--- src/rtl/mod_counter_pkg.sv ---
// Shared types and next-state helpers for the programmable-modulus up/down counter.
package mod_counter_pkg;

  localparam logic DIR_UP = 1'b1;
  localparam logic DIR_DN = 1'b0;

  // Widest counter the 32-bit helper arithmetic supports with one spare bit.
  localparam int unsigned MAX_WIDTH = 31;

  // Result of one count step: next value plus rollover flag.
  typedef struct packed {
    logic [31:0] value;
    logic        wrap;
  } count_step_t;

  // Parallel-load value, clamped into the legal count range.
  function automatic logic [31:0] clamp_load(logic [31:0] d, logic [31:0] modulus);
    return (d < modulus) ? d : (modulus - 32'd1);
  endfunction

  // Next count in the given direction with modular wrap and wrap flag.
  function automatic count_step_t next_count(logic [31:0] q, logic up, logic [31:0] modulus);
    count_step_t r;
    r.value = q;
    r.wrap  = 1'b0;
    if (up == DIR_UP) begin
      if (q == (modulus - 32'd1)) begin
        r.value = 32'd0;
        r.wrap  = 1'b1;
      end else begin
        r.value = q + 32'd1;
      end
    end else begin
      if (q == 32'd0) begin
        r.value = modulus - 32'd1;
        r.wrap  = 1'b1;
      end else begin
        r.value = q - 32'd1;
      end
    end
    return r;
  endfunction

endpackage

--- src/rtl/mod_updown_counter.sv ---
// Up/down counter with programmable modulus, clamped parallel load, CEP/CET
// enables, combinational cascade terminal count and registered wrap pulse.
// Build option: define MOD_COUNTER_SAT_EN to saturate at the range ends
// instead of wrapping (Wrap is then tied low).
module mod_updown_counter
  import mod_counter_pkg::*;
#(
  parameter int unsigned WIDTH   = 4,
  parameter int unsigned MODULUS = 16
) (
  input  logic             Clk,
  input  logic             MR,
  input  logic             CEP,
  input  logic             CET,
  input  logic             Up,
  input  logic             Load,
  input  logic [WIDTH-1:0] D,
  output logic [WIDTH-1:0] Q,
  output logic             TC,
  output logic             Wrap
);

  localparam logic [WIDTH-1:0] MAX_Q = WIDTH'(MODULUS - 1);

  // Reject parameter sets outside the supported range at elaboration.
  if (WIDTH < 1 || WIDTH > MAX_WIDTH || MODULUS < 2 ||
      64'(MODULUS) > (64'd1 << WIDTH)) begin : g_bad_param
    $error("mod_updown_counter: illegal WIDTH/MODULUS combination");
  end

  count_step_t      step;
  logic [WIDTH-1:0] q_nxt;
  logic             wrap_nxt;

  // Next-state selection: load beats count beats hold.
  always_comb begin
    step     = next_count(32'(Q), Up, 32'(MODULUS));
    q_nxt    = Q;
    wrap_nxt = 1'b0;
    if (Load) begin
      q_nxt = WIDTH'(clamp_load(32'(D), 32'(MODULUS)));
    end else if (CEP && CET) begin
`ifdef MOD_COUNTER_SAT_EN
      // A step that would roll over is suppressed, leaving Q pinned at the end.
      if (!step.wrap) begin
        q_nxt = WIDTH'(step.value);
      end
`else
      q_nxt    = WIDTH'(step.value);
      wrap_nxt = step.wrap;
`endif
    end
  end

  // Count register; MR clears it asynchronously and discards any pending load.
  always_ff @(posedge Clk or negedge MR) begin
    if (!MR) begin
      Q    <= '0;
      Wrap <= 1'b0;
    end else begin
      Q    <= q_nxt;
      Wrap <= wrap_nxt;
    end
  end

  // Terminal count is combinational so the next stage's CET sees it this cycle.
  assign TC = CET & ((Up == DIR_UP) ? (Q == MAX_Q) : (Q == '0));

endmodule

--- config.mk ---
export PLATFORM = sky130hd
export DESIGN_NAME = mod_updown_counter
export DESIGN_NICKNAME = d
export VERILOG_FILES = /design/src/rtl/mod_counter_pkg.sv /design/src/rtl/mod_updown_counter.sv
export SDC_FILE = /design/constraint.sdc
export NUM_CORES = 1
export LEC_CHECK = 0
export ABC_AREA = 0
export ABC_CLOCK_PERIOD_IN_PS = 4100
export CELL_PAD_IN_SITES_DETAIL_PLACEMENT = 1
export CELL_PAD_IN_SITES_GLOBAL_PLACEMENT = 1
export CORE_AREA = 4 4 41 43
export DETAILED_ROUTE_END_ITERATION = 7
export DIE_AREA = 0 0 45 47
export GPL_TIMING_DRIVEN = 0
export PLACE_DENSITY = 0.74
export SETUP_SLACK_MARGIN = 0.05
export SLEW_MARGIN = 10
export SYNTH_ARGS = -nofsm -noshare
export SYNTH_HDL_FRONTEND = slang
export SYNTH_SLANG_ARGS = --single-unit
--- constraint.sdc ---
create_clock -name Clk -period 4.1 [get_ports Clk]
set_input_delay 0.82 -clock Clk [delete_from_list [all_inputs] [get_ports Clk]]
set_output_delay 0.82 -clock Clk [all_outputs]
set_load 0.1 [all_outputs]
==> impl_metrics.csv <==
group,metric,value,unit
run_status,status,"finished, final reports clean",
placement,io_buffers,14,
worst_setup_path,regToRegSetupSlack,2.60,ns
final_layout,layout_common_cells,"clkdlybuf4s50_1, nand2_1, dfrtp_1, a21oi_1",
global_routing,grt_pass1_wl,1500,um
placement,place_ws,0.311,ns
sta,worst_slack,0.332,ns
worst_setup_path,r2r_start,"Q[0]",
logic_synthesis,syn-instance-count,41,
pwr,power.density,386,nW/um2
logic_synthesis,synth_top_family_by_area,"compound AO/OA/AOI/OAI gates",
pwr,netSwitchingFraction,41.9,%
logic_synthesis,synth-xor-area-share,7.42,%
placement,dp_hpwl,705,um
worst_setup_path,endpoint_kind,"primary output",
final_layout,drive_above_1_share,11.9,%
pwr,p_int,0.121,mW
logic_synthesis,synth-adder-area-share,7.07,%
floorplan,fp.dieH,47,um
min_path,hold_start,"Q[2]",
final_layout,post-route-util,41.4,%
clocking,clkTransAtPathRegs,0.04,ns
clocking,cts_hold_buf,0,
pwr,switchingPower,0.0871,mW
routing,wl_met2,424,um
global_routing,overflow,0,
worst_setup_path,cp_max_fo,5,
min_path,whs_endpoint,"Q[2]",
floorplan,start_util,27.2,%
pwr,clock_power_share,27.9,%
logic_synthesis,syn_area_per_cell,8.64,um2
pwr,pwr-share-comb,41.8,%
sta,slew_headroom,34.7,%
sta,finalSetupViolCount,0,
sta,finClkSkew,0.000753,ns
logic_synthesis,syn_area,354,um2
final_layout,regArea,125,um2
routing,vias,367,
final_layout,fin_nets,72,
placement,routabilityCongestion,0.615,
logic_synthesis,synth_compound_area_share,28.6,%
sta,fin_crit_sh,91.9,%
clocking,cts_tree,"done",
global_routing,track_usage,10.5,%
worst_setup_path,reg2reg_to,"Q[3]",
final_layout,multi_input_area,218,um2
clocking,ctsLongestPathBuffers,2,
routing,routed_via_density,4.96,
logic_synthesis,synth.distinct_cells,20,
min_path,min_path_type,"flip-flop to flip-flop",
routing,final_antenna_net_count,0,
final_layout,area_growth,52.3,%
pwr,peakVddDrop,0.210,mV
pwr,p_leak,0.226,nW
global_routing,grt_pass1_vias,373,
clocking,cts_setup_buffers,0,
routing,drt-met1-wl,352,um
logic_synthesis,yosysSeqAreaShare,35.3,%
sta,fmax,265,MHz
sta,slew_violations,0,
routing,top_layer,"met4",
floorplan,rows,13,
floorplan,core,1300,um2
global_routing,grt_antenna_before_repair,0,
worst_setup_path,required,3.28,ns
routing,first_pass_iters,2,
global_routing,grt_start_max_net_pins,10,
final_layout,final.fill_count,172,
clocking,clk_latency,0.24,ns
min_path,min_path_cells,2,
routing,wl_met3,54,um
floorplan,die_area,2120,um2
pwr,seqPwrFrac,30.2,%
pwr,total_power,0.208,mW
final_layout,final_common_cell,"clkdlybuf4s50_1",
clocking,cts_buffers,3,
worst_setup_path,r2r_cells,6,
logic_synthesis,synth_mux_area_share,0,%
worst_setup_path,cp.arrival,2.95,ns
routing,drc_errors,0,
clocking,ctsResizeCount,0,
clocking,h-tree-depth,1,
routing,drt_wl_total,872,um
clocking,cts_root_buffer,"clkbuf_4",
routing,drt_iter0_drc,1,
sta,tns,0,ns
sta,tightest_slew,0.977,ns
logic_synthesis,syn-num-nets,53,
sta,hold_viol,0,
final_layout,antennaDiodeCount,0,
floorplan,chipWidth,45,um
sta,rsz0062_at_grt,"no",
sta,min_period,3.77,ns
clocking,cts_sinks,5,
logic_synthesis,ys_seq_elements,5,
floorplan,pin_count,16,
logic_synthesis,yosys_warnings,0,
worst_setup_path,critPathLaunchType,"primary input",
worst_setup_path,crit_type,"primary input to primary output",
job,max-cap-violations,0,
sta,fin_hold_ws,0.711,ns
logic_synthesis,synth-simple-area-share,18.4,%
routing,routed_wire_length_per_instance,11.8,um
-- state kept, by name, indices dropped and copies added (netlist names) --
| signal | count |
|---|---|
| Q | 4 |
| Wrap | 1 |
-- worst max-delay path, cell delays in order --
cell and delay, ns:
clkdlybuf4s50_1 0.50, nand2b_1 0.21, nor3_1 0.14, o21a_1 0.15
clkdlybuf4s50_1 1.13
-- cells by family (layout without fill, tap and decap cells) --
| logic type | Yosys count | count (layout) |
|---|---|---|
| AND/OR/NAND/NOR | 14 | 14 |
| flip-flops | 5 | 5 |
| adder cells (fa/ha/maj) | 2 | 2 |
| XOR/XNOR | 3 | 3 |
| buffers and inverters | 3 | 21 |
| AO/OA/AOI/OAI | 14 | 14 |
-- power by group through the flow --
stage               logic (mW)  registers [mW]  clock network [mW]
floorplan               0.0291          0.0960                   0
global placement        0.0871          0.0635                   0
detailed placement      0.0878          0.0638                   0
CTS                     0.0882          0.0631              0.0613
global route            0.0935          0.0647              0.0636
finish                  0.0871          0.0630              0.0581
-- synth_stat cells --
| master | count | area (um2) |
|---|---|---|
| a211oi_2 | 1 | 12.5 |
| and3b_1 | 1 | 8.76 |
| nor2_1 | 2 | 7.51 |
| o31ai_2 | 1 | 12.5 |
| a21oi_1 | 5 | 25.0 |
| o21a_1 | 1 | 7.51 |
| xnor2_1 | 2 | 17.5 |
| nand2b_1 | 1 | 6.26 |
| o21ba_2 | 1 | 10.0 |
| inv_1 | 2 | 7.51 |
| o21ai_0 | 3 | 15.0 |
| ha_1 | 2 | 25.0 |
| nand2_1 | 7 | 26.3 |
| xor2_1 | 1 | 8.76 |
| nor3_1 | 2 | 10.0 |
| dfrtp_1 | 5 | 125 |
| and3_1 | 1 | 6.26 |
| buf_1 | 1 | 3.75 |
| o21bai_1 | 1 | 7.51 |
| o221a_2 | 1 | 11.3 |
-- area by class of cell --
cell class | count | share of cell area, %
Clock buffer | 4 | 4.87
Sequential cell | 5 | 23.2
Buffer | 1 | 0.696
Multi-Input combinational cell | 33 | 40.4
Inverter | 2 | 1.39
Timing Repair Buffer | 14 | 26.0
Tap cell | 15 | 3.48
-- worst max-delay path by stage --
stage                     startpoint  end  slack, ns  depth (start not counted)
after detailed placement          Up   TC       0.31                          5
after global routing              Up   TC       0.19                          5
final                             Up   TC       0.33                          5
after CTS                         Up   TC       0.32                          5
after floorplan                 Q[1]   TC       1.07                          4
after global placement            Up   TC       0.33                          5
-- stage by stage --
stage	std cells	instance area, um2
floorplan	41	354
global placement	70	513
detailed placement	70	513
CTS	74	539
global route	74	539
finish	74	539
-- metal layers --
layer,vias up,track usage (%)
li1,178,-
met1,172,10.8
met2,12,17.2
met3,5,1.15
met4,0,12.3
met5,-,0
No activity file was read; power rests on OpenSTA's default activity.
